File: src/rtl/seven_seg_capture.sv
// Receive-side monitor for a multiplexed, active-low seven-segment bus.
// Waits for each digit slot to settle, then decodes and checks it.
module seven_seg_capture #(
    parameter int NUM_SEGMENTS   = 4,
    parameter int CLK_PER        = 10,
    parameter int REFR_RATE      = 1000,
    parameter int STABLE_CYCLES  = 4,
    parameter int TIMEOUT_CYCLES = 4 * (1000000000 / (CLK_PER * REFR_RATE))
) (
    input  logic                         clk,
    input  logic                         rst_n,
    input  logic [NUM_SEGMENTS-1:0]      anode,
    input  logic [6:0]                   cathode,
    output logic [NUM_SEGMENTS-1:0][3:0] decoded,
    output logic [NUM_SEGMENTS-1:0]      digit_valid,
    output logic                         capture,
    output logic                         frame_done,
    output logic                         err_pattern,
    output logic                         err_anode,
    output logic                         stalled
);

    localparam int CNT_W = $clog2(STABLE_CYCLES + 1);
    localparam int TO_W  = $clog2(TIMEOUT_CYCLES + 1);
    localparam logic [CNT_W-1:0] CNT_MAX  = CNT_W'(STABLE_CYCLES);
    localparam logic [CNT_W-1:0] CNT_FIRE = CNT_W'(STABLE_CYCLES - 1);
    localparam logic [TO_W-1:0]  TO_MAX   = TO_W'(TIMEOUT_CYCLES);

    // Returns {legal, value}; the cathode is inverted to the lit-segment set first.
    function automatic logic [4:0] decode_glyph(input logic [6:0] cath);
        logic [6:0] seg;
        seg = ~cath;
        case (seg)
            7'h3F:   decode_glyph = {1'b1, 4'h0};
            7'h06:   decode_glyph = {1'b1, 4'h1};
            7'h5B:   decode_glyph = {1'b1, 4'h2};
            7'h4F:   decode_glyph = {1'b1, 4'h3};
            7'h66:   decode_glyph = {1'b1, 4'h4};
            7'h6D:   decode_glyph = {1'b1, 4'h5};
            7'h7D:   decode_glyph = {1'b1, 4'h6};
            7'h07:   decode_glyph = {1'b1, 4'h7};
            7'h7F:   decode_glyph = {1'b1, 4'h8};
            7'h6F:   decode_glyph = {1'b1, 4'h9};
            7'h77:   decode_glyph = {1'b1, 4'hA};
            7'h7C:   decode_glyph = {1'b1, 4'hB};
            7'h39:   decode_glyph = {1'b1, 4'hC};
            7'h5E:   decode_glyph = {1'b1, 4'hD};
            7'h79:   decode_glyph = {1'b1, 4'hE};
            7'h71:   decode_glyph = {1'b1, 4'hF};
            default: decode_glyph = 5'h00;
        endcase
    endfunction

    logic [NUM_SEGMENTS-1:0] anode_p0, anode_p1, anode_p2;
    logic [6:0]              cathode_p0, cathode_p1, cathode_p2;
    logic [CNT_W-1:0]        cnt;
    logic [TO_W-1:0]         tcnt;
    logic [NUM_SEGMENTS-1:0] frame_mask;

    logic [NUM_SEGMENTS-1:0] low;
    logic [NUM_SEGMENTS-1:0] mask_next;
    logic                    changed, stable_evt, one_hot, multi_low, cap_evt, anode_evt;
    logic [4:0]              glyph;

    assign low        = ~anode_p1;
    assign multi_low  = (low & (low - NUM_SEGMENTS'(1))) != '0;
    assign one_hot    = (low != '0) && !multi_low;
    assign changed    = (anode_p1 != anode_p2) || (cathode_p1 != cathode_p2);
    assign stable_evt = (cnt == CNT_FIRE) && !changed;
    assign cap_evt    = stable_evt && one_hot;
    assign anode_evt  = stable_evt && multi_low;
    assign glyph      = decode_glyph(cathode_p1);
    assign mask_next  = frame_mask | low;
    assign stalled    = (tcnt >= TO_MAX);

    // Stage p0/p1: two-flop synchronizer; p2 holds the previous synchronized sample.
    always_ff @(posedge clk or negedge rst_n) begin
        if (!rst_n) begin
            anode_p0   <= '1;
            anode_p1   <= '1;
            anode_p2   <= '1;
            cathode_p0 <= '1;
            cathode_p1 <= '1;
            cathode_p2 <= '1;
        end else begin
            anode_p0   <= anode;
            anode_p1   <= anode_p0;
            anode_p2   <= anode_p1;
            cathode_p0 <= cathode;
            cathode_p1 <= cathode_p0;
            cathode_p2 <= cathode_p1;
        end
    end

    // Stability window, classification and capture state.
    always_ff @(posedge clk or negedge rst_n) begin
        if (!rst_n) begin
            cnt         <= '0;
            tcnt        <= '0;
            frame_mask  <= '0;
            decoded     <= '0;
            digit_valid <= '0;
            capture     <= 1'b0;
            frame_done  <= 1'b0;
            err_pattern <= 1'b0;
            err_anode   <= 1'b0;
        end else begin
            if (changed)
                cnt <= '0;
            else if (cnt != CNT_MAX)
                cnt <= cnt + 1'b1;

            capture     <= cap_evt;
            err_pattern <= cap_evt && !glyph[4];
            err_anode   <= anode_evt;
            frame_done  <= cap_evt && (mask_next == '1);

            if (cap_evt)
                tcnt <= '0;
            else if (tcnt != TO_MAX)
                tcnt <= tcnt + 1'b1;

            if (cap_evt)
                frame_mask <= (mask_next == '1) ? '0 : mask_next;

            // Illegal glyphs keep the last good value but drop the valid flag.
            for (int k = 0; k < NUM_SEGMENTS; k++) begin
                if (cap_evt && low[k]) begin
                    if (glyph[4])
                        decoded[k] <= glyph[3:0];
                    digit_valid[k] <= glyph[4];
                end
            end
        end
    end

endmodule

File: config.mk
export PLATFORM = sky130hd
export DESIGN_NAME = seven_seg_capture
export DESIGN_NICKNAME = d
export VERILOG_FILES = /design/src/rtl/seven_seg_capture.sv
export SDC_FILE = /design/constraint.sdc
export NUM_CORES = 1
export LEC_CHECK = 0
export ABC_AREA = 0
export CORE_ASPECT_RATIO = 0.6
export CORE_UTILIZATION = 49
export DETAILED_ROUTE_END_ITERATION = 16
export PLACE_DENSITY = 0.68
export SETUP_SLACK_MARGIN = 0.1
export SYNTH_ARGS = -nofsm -noshare
export SYNTH_HDL_FRONTEND = slang
export SYNTH_SLANG_ARGS = --single-unit
File: constraint.sdc
create_clock -name clk -period 4 [get_ports clk]
set_input_delay 0.8 -clock clk [delete_from_list [all_inputs] [get_ports clk]]
set_output_delay 0.8 -clock clk [all_outputs]
set_load 0.05 [all_outputs]
Word-level counts from Yosys, hierarchy flattened --
Index checks and enable logic that the tools add are counted.
Storage, ports and cells: memories kept 0, bits in writable memories 0, flip-flop bits (word level) 83, latch bits 0, bits in read-only memories 0, output and inout bits 25, bits of input ports 13
Cells by class: eq/ne operators 22, $mul 0, mux-type cells 6, reductions and logical operators 22, div/mod/pow operators 0, shifts and indexed selects 0, $add $sub $neg 3, bitwise logic cells 4, $lt $le $gt $ge 1
Operators with widths (number):
- 7-bit equality test (second input constant) | 12
- 5-bit case mux with 16 select lines | 1
- 19-bit two-way mux | 2
- 19-bit by 1-bit adder with 19-bit output (second input constant) | 1
- 19-bit >= comparator (second input constant) | 1
- 19-bit inequality test (second input constant) | 1
- 7-bit by 3-bit equality test with 1-bit output (second input constant) | 2
- 7-bit by 6-bit equality test with 1-bit output (second input constant) | 2
- 1-bit logical AND | 10
- 2-bit AND reduction | 4
- 4-bit nonzero test | 2
- 7-bit inequality test | 1
- 7-bit inverter | 1
- 3-bit two-way mux | 2
- 4-bit AND | 1
- 4-bit equality test (second input constant) | 1
- 4-bit two-way mux | 1
- 4-bit inequality test | 1
- 4-bit inverter | 1
- 4-bit bitwise OR | 1
- 2-bit nonzero test | 2
- 4-bit by 1-bit subtractor with 4-bit output (second input constant) | 1
- 3-bit by 1-bit adder with 3-bit output (second input constant) | 1
- 3-bit by 2-bit equality test with 1-bit output (second input constant) | 1
- 3 further kinds | 5

Depth between registers and ports, before layout --
depth in word-level cells 9, depth in mapped cells 8

Least setup slack after synthesis --
No wires, ideal clock.
path kind register to register, start point reg anode_p1[2], end point reg decoded[0] (netlist name), path slack 1609 ps, buffers on the path 2, setup time 128 ps, required time 3872 ps, stages on the path, launching flop included 8, data arrival time 2264 ps, cell sequence dfstp_2 -> buf_6 -> xnor2_1 -> nand4_1 -> or4b_4 -> buf_6 -> a311oi_4 -> mux2_1
Between the ends: word-level cells in the longest chain between the ends 9, elaborated cells between the ends (all ways) 14, classes of those cells add/sub (1); eq/ne (1); bitwise (2); reduce/logical (10)
RTL lines:
- from (decl) | line 54 | logic [NUM_SEGMENTS-1:0] anode_p0, anode_p1, anode_p2;
- from (signal assigned) | line 87 | anode_p1 <= anode_p0;
- 4-bit inverter | line 65 | assign low = ~anode_p1;
- 4-bit by 1-bit subtractor with 4-bit output | line 66 | assign multi_low = (low & (low - NUM_SEGMENTS'(1))) != '0;
- 4-bit AND | line 66
- 4-bit nonzero test | line 66
- 1-bit zero test | line 67 | assign one_hot = (low != '0) && !multi_low;
- 1-bit logical AND | line 67
- 1-bit logical AND * | line 70 | assign cap_evt = stable_evt && one_hot;
- 1-bit logical AND * | line 128 | if (cap_evt && low[k]) begin
- 2-bit AND reduction (no line) *
- to (signal, indexed assignment) | line 130 | decoded[k] <= glyph[3:0];
- to (decl) | line 14 | output logic [NUM_SEGMENTS-1:0][3:0] decoded,
Every way passes the cells marked *; elsewhere a longest branch is shown, timed or not. A chain may end at the register's enable or synchronous reset.

Final worst setup path --
start point reg tcnt[15], end point out stalled
Between the ends: word-level cells in the longest chain between the ends 1
RTL lines:
- from (decl) | line 57 | logic [TO_W-1:0] tcnt;
- from (signal assigned) | line 121 | tcnt <= tcnt + 1'b1;
- 19-bit >= comparator | line 74 | assign stalled = (tcnt >= TO_MAX);
- to (decl) | line 20 | output logic stalled
Every way passes these cells.

==> impl_metrics.yaml <==
outcome:
  status: "finished, final reports clean"
floorplan:
  io_pins: 38
  die_x_um: 116.1
  start_util: 0.5159
  row_count: 24
  core_area_sq_um: 7417
  dieArea_sq_um: 8177
  die_y_um: 70.45
min_path:
  hold_path_class: "register to register"
critical_path:
  cp.arrival_ps: 2120
  startpoint_type: "register"
  path_buf_inv: 1
  crit_type: "register to output pin"
  worstPathMaxFanout: 4
  cp_slowest_stage_delay_ps: 720
  crit_family: "buffers and inverters"
  end_kind: "output pin"
  required_ps: 3200
  slowest_stage: "clkdlybuf4s50_1"
  worstPathCellList: "nor4_1 > a21oi_1 > clkdlybuf4s50_1"
timing:
  fin_skew_ps: 5.997
  maxSlewViolCount: 0
  slew-limit-headroom: 0.3354
  rsz0062_at_grt: "false"
  fin_crit_sh: 0.7294
  setup_tns_ps: 0
  setup_viol: 0
  hold_viol: 0
  hold_ws_ps: 354.5
  clock.fmax_mhz: 342.7
  min_period_ps: 2918
  tightest_slew_ps: 996.9
routing:
  drcViolationCount: 0
  drtAntennaViolNets: 0
  post_drt_via_cell_ratio: 5.226
  num_vias: 2451
  dr.first_iter.drc_count: 203
  routedWlPerCell_um: 14.79
  drt_pass1_iterations: 4
  wirelength_um: 6936
yosys:
  synth.area.top_cells: "dfrtp_1 33%, dfstp_2 23%, xnor2_1 4.3%"
  syn_area_per_cell_sq_um: 11.63
  yosysTopAreaCellShare: 0.3270
  syn-instance-count: 329
  synth_area_sq_um: 3826
  synth_fp_nets: 347
  synth.yosys.seq_area_share: 0.5536
  synth_edf_count: 0
  ys_seq_elements: 83
  yosysTopAreaCell: "dfrtp_1"
  yosysUniqueCellTypes: 53
  synth_flop_cell: "dfrtp_1"
  yosysWarnings: 0
  ys_async_sr_fraction: 1.000
cts:
  clock-sinks: 83
  cts_max_level: 3
  cts_buffers: 9
  clk_pin_slew_ps: 60
  clk_latency_ps: 330
  cts_resized: 0
  ctsHoldBuffers: 0
  cts_tree: "done"
  clockBufferDepth: 2
  post_cts_buffers: 0
  cts_root_buf: "clkbuf_16"
pwr:
  p_per_area_nw_per_um2: 383.9
  irDropWorstVdd_uv: 379.7
  pwr-share-seq: 0.522
  clockPowerShare: 0.438
  intPower_w: 0.001338
  power_frac_comb: 0.040
  leakagePower_nw: 1.824
  p_sw_w: 0.0003803
  swShare: 0.2213
final_layout:
  nNetsFinal: 378
  n_antenna_cell: 0
  fill_cells: 612
  areaGrowthSynthToFinish_pct: 17.00
  drive_gt1_frac: 0.2137
place:
  gp_congestion: 0.8078
  post-dp-hpwl_um: 4716
  io_buffers: 37
grt:
  grt_overflow: 0
  grt.total_usage: 0.1997
  grt_max_degree: 84
  grt_pass1_vias: 2422
  grt_antenna_before_repair: 0
  grt_pass1_wl_um: 12100
job:
  maxCapViolations: 0
cells in the final DEF, fill, tap and decap left out, types with 4 or more instances in the layout:
cell type	netlist	layout
o31a_2	4	4
nor4_1	4	4
a21oi_1	5	5
and3_1	4	4
a2bb2oi_1	4	4
xor2_1	12	12
mux2_2	10	10
clkdlybuf4s50_1	0	36
ha_1	5	5
nand2_1	16	16
nor3_1	5	5
nand4_1	9	9
nor2_1	33	33
nand3_1	17	17
mux2i_1	5	5
nor2b_1	4	4
dfrtp_1	50	50
o21ai_0	7	7
inv_1	20	20
clkbuf_16	0	9
xnor2_1	19	19
dfstp_2	33	33
final timing paths:
| path | startpoint | endpoint | slack, ps | cells after the start |
|---|---|---|---|---|
| worst min register to register | cathode_p0[3] | cathode_p1[3] | 350 | 0 |
| worst max-delay path | tcnt[15] | stalled | 1080 | 3 |
| worst min-delay path | cathode_p0[3] | cathode_p1[3] | 350 | 0 |
| min in group asynchronous | rst_n | decoded[5] | 630 | 1 |
| max in group asynchronous | rst_n | tcnt[2] | 2730 | 1 |
| worst max register to register | cathode_p1[3] | decoded[4] | 1360 | 5 |
cell usage after synthesis, drive strengths merged, types with 2 or more instances:
library cell and n:
nor3 5, o21a 2, and3 4, a31oi 2
o31a 4, o21ai 7, nand2 16, clkbuf 3
a21oi 5, a311oi 4, dfrtp 50, mux2i 5
xor2 12, a2bb2oi 4, nor2 33, inv 20
nor3b 4, or2 2, nand4b 3, nor4b 2
nand4 9, o211ai 3, buf 14, dfstp 33
nor2b 4, and3b 2, nand4bb 2, xnor2 20
ha 5, and4 2, nor4 5, nand3 17
a211o 2, a211oi 2, mux2 12
cell families (layout without fill, tap and decap cells):
logic type / count (synthesis) / in the layout / synth area share
xor+xnor: 32 / 32 / 0.07521
flops: 83 / 83 / 0.5536
fa+ha+maj: 6 / 6 / 0.01897
simple gates: 116 / 116 / 0.1694
buf+inv: 37 / 73 / 0.05232
mux: 17 / 17 / 0.04840
compound gates: 38 / 38 / 0.08208
power groups by stage:
stage          registers, W  clock network [W]  logic (W)
2_1_floorplan      0.000893                  0  0.0000554
6_report           0.000898           0.000753  0.0000681
3_5_place_dp       0.000911                  0  0.0000695
5_1_grt            0.000901           0.000813  0.0000780
3_3_place_gp       0.000911                  0  0.0000682
4_1_cts            0.000898           0.000776  0.0000700
registers in the layout, indices dropped and copies added (netlist names), 3 cells and up:
name         flops
decoded         16
cathode_p1       7
cathode_p0       7
digit_valid      4
tcnt            19
cathode_p2       7
anode_p2         4
cnt              3
anode_p0         4
frame_mask       4
anode_p1         4
final cells by class:
type	count	area [sq um]	area share
Sequential cell	83	2118	0.4732
Multi-Input combinational cell	209	1508	0.3368
Timing Repair Buffer	37	367.9	0.08217
Clock buffer	10	239.0	0.05338
Tap cell	104	130.1	0.02907
Inverter	20	75.07	0.01677
Clock inverter	6	38.79	0.008664
per-stage QoR:
step / std cells / setup WS (ps) / power [W] / utilization / instance area [sq um]
global placement: 453 / 1454 / 0.0009788 / 0.5661 / 4199
floorplan: 329 / 1609 / 0.0009480 / - / 3826
CTS: 469 / 1147 / 0.001744 / 0.6036 / 4477
finish: 469 / 1082 / 0.001719 / 0.6036 / 4477
detailed placement: 453 / 1362 / 0.0009808 / 0.5661 / 4199
global route: 469 / 1051 / 0.001792 / 0.6036 / 4477
layer usage:
| metal | up-vias | track usage | wire length [um] |
|---|---|---|---|
| met5 | - | 0 | 0 |
| met4 | 0 | 0.05271 | 51 |
| met3 | 6 | 0.07031 | 380 |
| met2 | 71 | 0.2698 | 2797 |
| met1 | 1171 | 0.3010 | 3707 |
| li1 | 1203 | - | - |
No activity file was read; power rests on OpenSTA's default activity.
